**config.mk**
```make
export PLATFORM = sky130hd
export DESIGN_NAME = pipeline_skid_latch_flat
export DESIGN_NICKNAME = d
export VERILOG_FILES = /design/src/rtl/pipeline_skid_latch_if.sv /design/src/rtl/pipeline_skid_latch.sv /design/src/flat_wrapper.sv
export SDC_FILE = /design/constraint.sdc
export NUM_CORES = 1
export LEC_CHECK = 0
export ABC_CLOCK_PERIOD_IN_PS = 6650
export CORE_MARGIN = 2
export CORE_UTILIZATION = 50
export CTS_CLUSTER_SIZE = 20
export DETAILED_ROUTE_END_ITERATION = 16
export PLACE_DENSITY = 0.84
export SLEW_MARGIN = 20
export SYNTH_ARGS = -nofsm -noshare
export SYNTH_HDL_FRONTEND = slang
export SYNTH_SLANG_ARGS = --single-unit
```
**constraint.sdc**
```tcl
create_clock -name clk -period 6.65 [get_ports clk]
set_input_delay 0.665 -clock clk [delete_from_list [all_inputs] [get_ports clk]]
set_output_delay 0.665 -clock clk [all_outputs]
set_load 0.005 [all_outputs]
```
**src/rtl/pipeline_skid_latch_if.sv**
```systemverilog
// Valid/ready handshake bundle between an upstream stage, the skid latch and a downstream stage.
// The slave modport is the latch's view; master is the surrounding pipeline's view.
interface pipeline_skid_latch_if #(
   parameter int DATA_W = 32
);
   logic              in_valid;
   logic [DATA_W-1:0] in_data;
   logic              in_ready;
   logic              out_valid;
   logic [DATA_W-1:0] out_data;
   logic              out_ready;

   modport master (
      output in_valid, in_data, out_ready,
      input  in_ready, out_valid, out_data
   );

   modport slave (
      input  in_valid, in_data, out_ready,
      output in_ready, out_valid, out_data
   );
endinterface

```
**src/rtl/pipeline_skid_latch.sv**
```systemverilog
// Two-entry skid latch between pipeline stages: registered in_ready/out_data, full throughput,
// synchronous flush with a saturating count of discarded payloads.
module pipeline_skid_latch #(
   parameter int DATA_W = 32,
   parameter int CNT_W  = 8
) (
   input  logic                    clk,
   input  logic                    reset,
   pipeline_skid_latch_if.slave    bus,
   input  logic                    flush,
   output logic [1:0]              occupancy,
   output logic [CNT_W-1:0]        drop_count
);

   // Encoding equals the entry count so occupancy comes straight from the state flops.
   typedef enum logic [1:0] {
      EMPTY = 2'd0,
      ONE   = 2'd1,
      TWO   = 2'd2
   } state_t;

   state_t            state;
   state_t            next_state;
   logic              in_ready_q;
   logic              out_valid_q;
   logic [DATA_W-1:0] main_q;
   logic [DATA_W-1:0] skid_q;

   logic              in_xfer;
   logic              out_xfer;
   logic              load_main_in;
   logic              load_main_skid;
   logic              load_skid;
   logic [1:0]        drop_inc;
   logic [CNT_W:0]    drop_sum;

   assign in_xfer  = bus.in_valid & in_ready_q;
   assign out_xfer = out_valid_q & bus.out_ready;

   assign bus.in_ready  = in_ready_q;
   assign bus.out_valid = out_valid_q;
   assign bus.out_data  = main_q;
   assign occupancy     = state;

   // NOTE: sequential state uses non-blocking assignments so every flop samples pre-edge values.
   always_ff @(posedge clk or posedge reset) begin
      if (reset) begin
         state       <= EMPTY;
         in_ready_q  <= 1'b1;
         out_valid_q <= 1'b0;
      end else begin
         state       <= next_state;
         in_ready_q  <= (next_state != TWO);
         out_valid_q <= (next_state != EMPTY);
      end
   end

   // NOTE: every always_comb output gets a default first so no path can infer a latch.
   always_comb begin
      next_state = state;
      if (flush) begin
         next_state = EMPTY;
      end else begin
         case (state)
            EMPTY: if (in_xfer) next_state = ONE;
            ONE: begin
               if (in_xfer && !out_xfer)      next_state = TWO;
               else if (!in_xfer && out_xfer) next_state = EMPTY;
            end
            TWO:     if (out_xfer) next_state = ONE;
            default: next_state = EMPTY;
         endcase
      end
   end

   always_comb begin
      load_main_in   = 1'b0;
      load_main_skid = 1'b0;
      load_skid      = 1'b0;
      drop_inc       = 2'd0;
      if (flush) begin
         // An output transfer implies at least one entry, so this never underflows.
         drop_inc = occupancy + 2'(in_xfer) - 2'(out_xfer);
      end else begin
         case (state)
            EMPTY: load_main_in = in_xfer;
            ONE: begin
               load_main_in = in_xfer & out_xfer;
               load_skid    = in_xfer & ~out_xfer;
            end
            TWO:     load_main_skid = out_xfer;
            default: ;
         endcase
      end
   end

   // NOTE: payload registers are reset because out_data must read zero while reset is held.
   always_ff @(posedge clk or posedge reset) begin
      if (reset) begin
         main_q <= '0;
         skid_q <= '0;
      end else begin
         if (load_main_in)        main_q <= bus.in_data;
         else if (load_main_skid) main_q <= skid_q;
         if (load_skid)           skid_q <= bus.in_data;
      end
   end

   // Increment is at most 2, so one extra carry bit is enough to detect overflow.
   assign drop_sum = {1'b0, drop_count} + (CNT_W+1)'(drop_inc);

   always_ff @(posedge clk or posedge reset) begin
      if (reset) begin
         drop_count <= '0;
      end else if (flush) begin
         drop_count <= drop_sum[CNT_W] ? '1 : drop_sum[CNT_W-1:0];
      end
   end

endmodule
```
**src/flat_wrapper.sv**
```systemverilog
// flat-port wrapper written by rule: the top's interface ports become plain ports
module pipeline_skid_latch_flat 
#(
   parameter int DATA_W = 32,
   parameter int CNT_W  = 8
)
  (clk, reset, flush, occupancy, drop_count, bus_in_valid, bus_in_data, bus_out_ready, bus_in_ready, bus_out_valid, bus_out_data);
  pipeline_skid_latch_if #(.DATA_W(DATA_W)) bus_i ();
  input  logic clk;
  input  logic reset;
  input  logic flush;
  output logic [1:0] occupancy;
  output logic [CNT_W-1:0] drop_count;
  input wire logic [$bits(bus_i.in_valid)-1:0] bus_in_valid;
  input wire logic [$bits(bus_i.in_data)-1:0] bus_in_data;
  input wire logic [$bits(bus_i.out_ready)-1:0] bus_out_ready;
  output wire logic [$bits(bus_i.in_ready)-1:0] bus_in_ready;
  output wire logic [$bits(bus_i.out_valid)-1:0] bus_out_valid;
  output wire logic [$bits(bus_i.out_data)-1:0] bus_out_data;
  assign bus_i.in_valid = bus_in_valid;
  assign bus_i.in_data = bus_in_data;
  assign bus_i.out_ready = bus_out_ready;
  assign bus_in_ready = bus_i.in_ready;
  assign bus_out_valid = bus_i.out_valid;
  assign bus_out_data = bus_i.out_data;
  pipeline_skid_latch #(.DATA_W(DATA_W), .CNT_W(CNT_W)) u_core (.clk(clk), .reset(reset), .bus(bus_i), .flush(flush), .occupancy(occupancy), .drop_count(drop_count));
endmodule
```
==> results of run 1 <==
## layout by cell type, fill, tap and decap left out, types with 4 or more instances in the layout
cell type	count
a21oi_1	6
a221o_1	32
and3_1	33
clkbuf_8	10
clkdlybuf4s50_1	80
dfrtp_1	75
ha_1	4
inv_1	6
mux2_2	4
mux2_4	30
nand2_1	9
o21ai_0	4
## worst max-delay path: stages
cell             delay (ns)
clkdlybuf4s50_1        0.57
nand2_1                0.13
ha_1                   0.29
ha_1                   0.19
xor2_1                 0.15
xnor2_1                0.19
nand2_1                0.10
fa_1                   0.48
and3b_1                0.36
nand4_1                0.20
nand3_1                0.12
## path summary, 6_finish.rpt
| path | endpoint | cells past startpoint | slack [ns] | start |
|---|---|---|---|---|
| max reg2reg | u_core.drop_count[3] | 10 | 3.95 | u_core.bus.out_valid |
| min in group asynchronous | u_core.bus.out_data[8] | 3 | 0.92 | reset |
| max in group asynchronous | u_core.occupancy[1] | 3 | 5.12 | reset |
| min | u_core.bus.out_data[1] | 1 | 0.51 | u_core.bus.out_data[1] |
| min reg2reg | u_core.bus.out_data[1] | 1 | 0.51 | u_core.bus.out_data[1] |
| max | u_core.drop_count[3] | 11 | 3.50 | bus_out_ready |
## cell type report
type	instances	area share, %
sequential	76	42.0
clock buffer	10	3.04
multi-input combinational	157	32.1
clock inverter	6	2.13
inverter	7	0.580
timing repair buffer	82	18.0
tap	80	2.21
## metrics by stage
| step | instances | total power [W] |
|---|---|---|
| 2_1_floorplan | 257 | 0.00104 |
| 3_3_place_gp | 402 | 0.00127 |
| 3_5_place_dp | 402 | 0.00129 |
| 4_1_cts | 418 | 0.00170 |
| 5_1_grt | 418 | 0.00178 |
| 6_report | 418 | 0.00169 |
## cell families after synthesis
logic type | count (synthesis) | share of synthesized area, %
buffers and inverters | 24 | 3.47
multiplexers | 35 | 14.6
adder cells (fa/ha/maj) | 5 | 2.02
flip-flops | 76 | 54.9
AO/OA/AOI/OAI | 52 | 13.1
AND/OR/NAND/NOR | 62 | 11.1
XOR/XNOR | 3 | 0.759
## power by group
group	total (W)	internal, W	switching, W	leakage (nW)
Sequential	0.000759	0.000638	0.000120	0.932
Combinational	0.000529	0.000363	0.000166	1.11
Clock	0.000407	0.000226	0.000182	0.115
Total	0.00169	0.00123	0.000468	2.16
## routing by layer
layer,vias up,global-route usage (%),wire length [um]
met5,-,0,0
met4,0,9.09,151
met3,14,4.27,347
met2,77,32.4,3630
met1,1242,28.6,3470
li1,1127,-,-
## flip-flops by register name, summed over array words and instances (netlist names)
signal,cells
u_core.bus.out_data,32
u_core.drop_count,8
u_core.bus.in_ready,1
u_core.skid_q,32
u_core.occupancy,2
u_core.bus.out_valid,1
==> results.toml, run 1 <==
[drt]
viasPerCell = 5.89
drtIter0Drc = 107
vias = 2460
final_antenna_net_count = 0
post_drt_wl_per_cell_um = 18.2
route.detailed.drc = 0
first_pass_iters = 4
drt_wl_total_um = 7590

[synthesis]
syn_nets = 299
netlist_area_sq_mm = 0.00346
ys_seq_area_share_pct = 54.9
yosysWarnings = 0
synth_area_leaders = "dfrtp_1, mux2_4, a221o_1, and3_1, ha_1"
synth-edff-count = 0
syn_area_per_cell_sq_um = 13.5
synth-async-reset-ratio_pct = 100
synthFlopType = "dfrtp_1"
synthTopCellsByCount = "dfrtp_1, and3_1, a221o_1"
syn_inst = 257
ys_ff_latch = 76
synth.most_common_cell = "dfrtp_1"
synth.top_cell.area_share_pct = 54.2
yosysTopAreaCell = "dfrtp_1"
synth_cell_types = 40

[placed_design]
place_area_sq_mm = 0.00430
port_buffers = 80
dp_slack_ns = 3.15
place_hpwl_um = 4680
place.gp.congestion = 0.780

[final_layout]
drive_gt1_share_pct = 18.0
multi_input_area_sq_mm = 0.00145
fillers = 471
final_util_pct = 67.1
seq_area_sq_mm = 0.00190
stdcell_area_sq_mm = 0.00453
n_antenna_cell = 0
synthToLayoutAreaGrowth_pct = 30.9
final_nets = 375

[pwr]
p_per_area_mw_per_mm2 = 374
vdd_ir_drop_max_mv = 0.166
p_leak_nw = 2.16

[cts]
cts_tree = "built"
hold_buffers = 0
cts_buffers = 9
cts.sinks = 76
cts_setup_buffers = 0
postCtsResizedCells = 0
h-tree-depth = 3
clk_pin_slew_ns = 0.09
root_buffer = "clkbuf_8"
cts_buffer_depth = 2
clkLatencyLatePin_ns = 0.34

[setup_path]
crit_required_ns = 6.93
worstSetupEndpointType = "register"
worstPathArrival_ns = 3.43
crit_type = "in2reg"
crit_path_start_kind = "input port"
path_max_fanout = 6

[floorplanning]
die-area_sq_mm = 0.00761
die_h_um = 87.2
rows = 30
start_util_pct = 51.3
fp.coreArea_sq_mm = 0.00676
die-width_um = 87.2
io_pins = 81

[timing]
relSlewSlack_pct = 25.6
clock.fmax_mhz = 318
rsz0062_at_grt = "false"
fin_hold_ws_ns = 0.512
fin_skew_ns = 0.0104
period_needed_ns = 3.15
setup_tns_ns = 0
setup_viol = 0
setup_ws_ns = 3.50
worstMarginPinSlew_ns = 1.11
final_max_slew_viol_count = 0
finalCritPeriodShare_pct = 47.3
finalHoldViolCount = 0

[min_path]
hp-class = "reg2reg"

[global_routing]
grtUsageTotal_pct = 20.9
antenna_found_initial = 0
grt-ovfl-total = 0
grt_pass1_wl_um = 12300
grt_max_degree = 77
grt_pass1_vias = 2441

[flow_run]
drv_cap = 0

[status]
outcome = "completed"
No activity file was read; power rests on OpenSTA's default activity.
==> run 2, diff against run 1 <==
ABC_CLOCK_PERIOD_IN_PS = 3200   (was 6650)
clock period = 3.2 ns   (was 6.65 ns; I/O delays follow)
==> run 2 against run 1 <==
Compared with the run above:
- sequential share of layout area barely moved
- count of clock-buffer cells in the layout fell by 1
- clock power increased by 75%
- via count is 0.20% higher
- clock skew barely moved
- critical path type is now reg2reg
==> results.toml, run 2 (synthesized netlist as in run 1, its figures left out) <==
[final_layout]
synthToLayoutAreaGrowth_pct = 31.0
drive_gt1_share_pct = 18.5
mostFrequentLayoutCell = "clkdlybuf4s50_1"
final_nets = 378
final_cell_mix = "clkdlybuf4s50_1, dfrtp_1, and3_1"
n_antenna_cell = 0
final_util_pct = 67.1

[timing]
relSlewSlack_pct = 39.6
setup_viol = 0
finalCritPeriodShare_pct = 85.5
fin_skew_ns = 0.0105
finalHoldViolCount = 0
rsz0062_at_grt = "false"
worstMarginPinSlew_ns = 0.903
setup_tns_ns = 0
clock.fmax_mhz = 365
period_needed_ns = 2.74
final_max_slew_viol_count = 0

[cts]
cts.sinks = 76
cts_buffers = 9
clk_pin_slew_ns = 0.08
clkLatencyLatePin_ns = 0.34
cts_setup_buffers = 0
cts_buffer_depth = 2
root_buffer = "clkbuf_8"
hold_buffers = 0
h-tree-depth = 3
cts_tree = "built"
postCtsResizedCells = 0

[floorplanning]
io_pins = 81
die-area_sq_mm = 0.00761
die_h_um = 87.2
fp.coreArea_sq_mm = 0.00676
start_util_pct = 51.3
rows = 30
die-width_um = 87.2

[drt]
first_pass_iters = 4
drtIter0Drc = 108
viasPerCell = 5.87
vias = 2465
post_drt_wl_per_cell_um = 18.6
drt_wl_total_um = 7830
route.detailed.drc = 0
final_antenna_net_count = 0

[placed_design]
place_hpwl_um = 5130
place.gp.congestion = 0.759
port_buffers = 80

[global_routing]
antenna_found_initial = 0
grtUsageTotal_pct = 21.5
grt_pass1_vias = 2537
grt_max_degree = 41
grt-ovfl-total = 0
grt_pass1_wl_um = 12600

[setup_path]
rr_startpoint = "u_core.bus.out_valid"
crit_type = "reg2reg"
r2r_setup_slack_ns = 0.46
r2r_end = "u_core.drop_count[3]"
worstPathArrival_ns = 3.01
path_max_fanout = 7
crit_path_start_kind = "register"
reg2reg_depth = 10
crit_required_ns = 3.47
worstSetupEndpointType = "register"

[pwr]
vdd_ir_drop_max_mv = 0.417
p_leak_nw = 2.16
p_per_area_mw_per_mm2 = 750

[flow_run]
drv_cap = 0

[min_path]
hp-class = "in2async"

[status]
outcome = "completed"
## run 2: worst max-delay path, cell delays in order, from the launching register on
cell	delay, ns
dfrtp_1	0.46
nand2_1	0.14
ha_1	0.31
ha_1	0.20
xor2_1	0.15
xnor2_1	0.20
nand2_1	0.10
fa_1	0.48
and3b_1	0.35
nand4_1	0.18
nand3_1	0.11
## run 2: routing by layer
metal	vias up	global-route usage [%]	share of wire (%)
met1	1254	29.8	44
met4	0	8.11	1.4
met3	13	3.13	3.7
met5	-	0	0
met2	67	34.6	51
li1	1131	-	-
## run 2: worst max path at each step
stage,startpoint,to,slack [ns]
5_1_grt,u_core.bus.out_valid,u_core.drop_count[3],0.22
4_1_cts,u_core.bus.out_valid,u_core.drop_count[3],0.47
2_1_floorplan,u_core.bus.out_valid,u_core.drop_count[3],0.69
3_3_place_gp,bus_out_ready,u_core.drop_count[7],0.25
3_5_place_dp,bus_out_ready,u_core.drop_count[3],0.16
6_report,u_core.bus.out_valid,u_core.drop_count[3],0.46
## run 2: power breakdown
| group | switching, W | total [W] | leakage [nW] | internal [W] |
|---|---|---|---|---|
| Clock | 0.000357 | 0.000714 | 0.0955 | 0.000358 |
| Combinational | 0.000347 | 0.00110 | 1.13 | 0.000755 |
| Sequential | 0.000258 | 0.00159 | 0.932 | 0.00133 |
## run 2: cell type report
cell class                 count  area [sq um]
fill                         505          2220
sequential                    76          1900
multi-input combinational    157          1450
timing repair buffer          85           863
clock buffer                   9           124
tap                           80           100
clock inverter                 6          65.1
inverter                       7          26.3
## run 2: stage by stage
step,worst slack [ns],instance area [sq um],hold WS (ns),instances,power [W]
2_1_floorplan,0.691,3460,0.427,257,0.00215
3_3_place_gp,0.252,4350,0.482,405,0.00264
3_5_place_dp,0.159,4350,0.494,405,0.00270
4_1_cts,0.469,4540,0.477,420,0.00342
5_1_grt,0.221,4540,0.515,420,0.00359
6_report,0.463,4540,0.455,420,0.00340
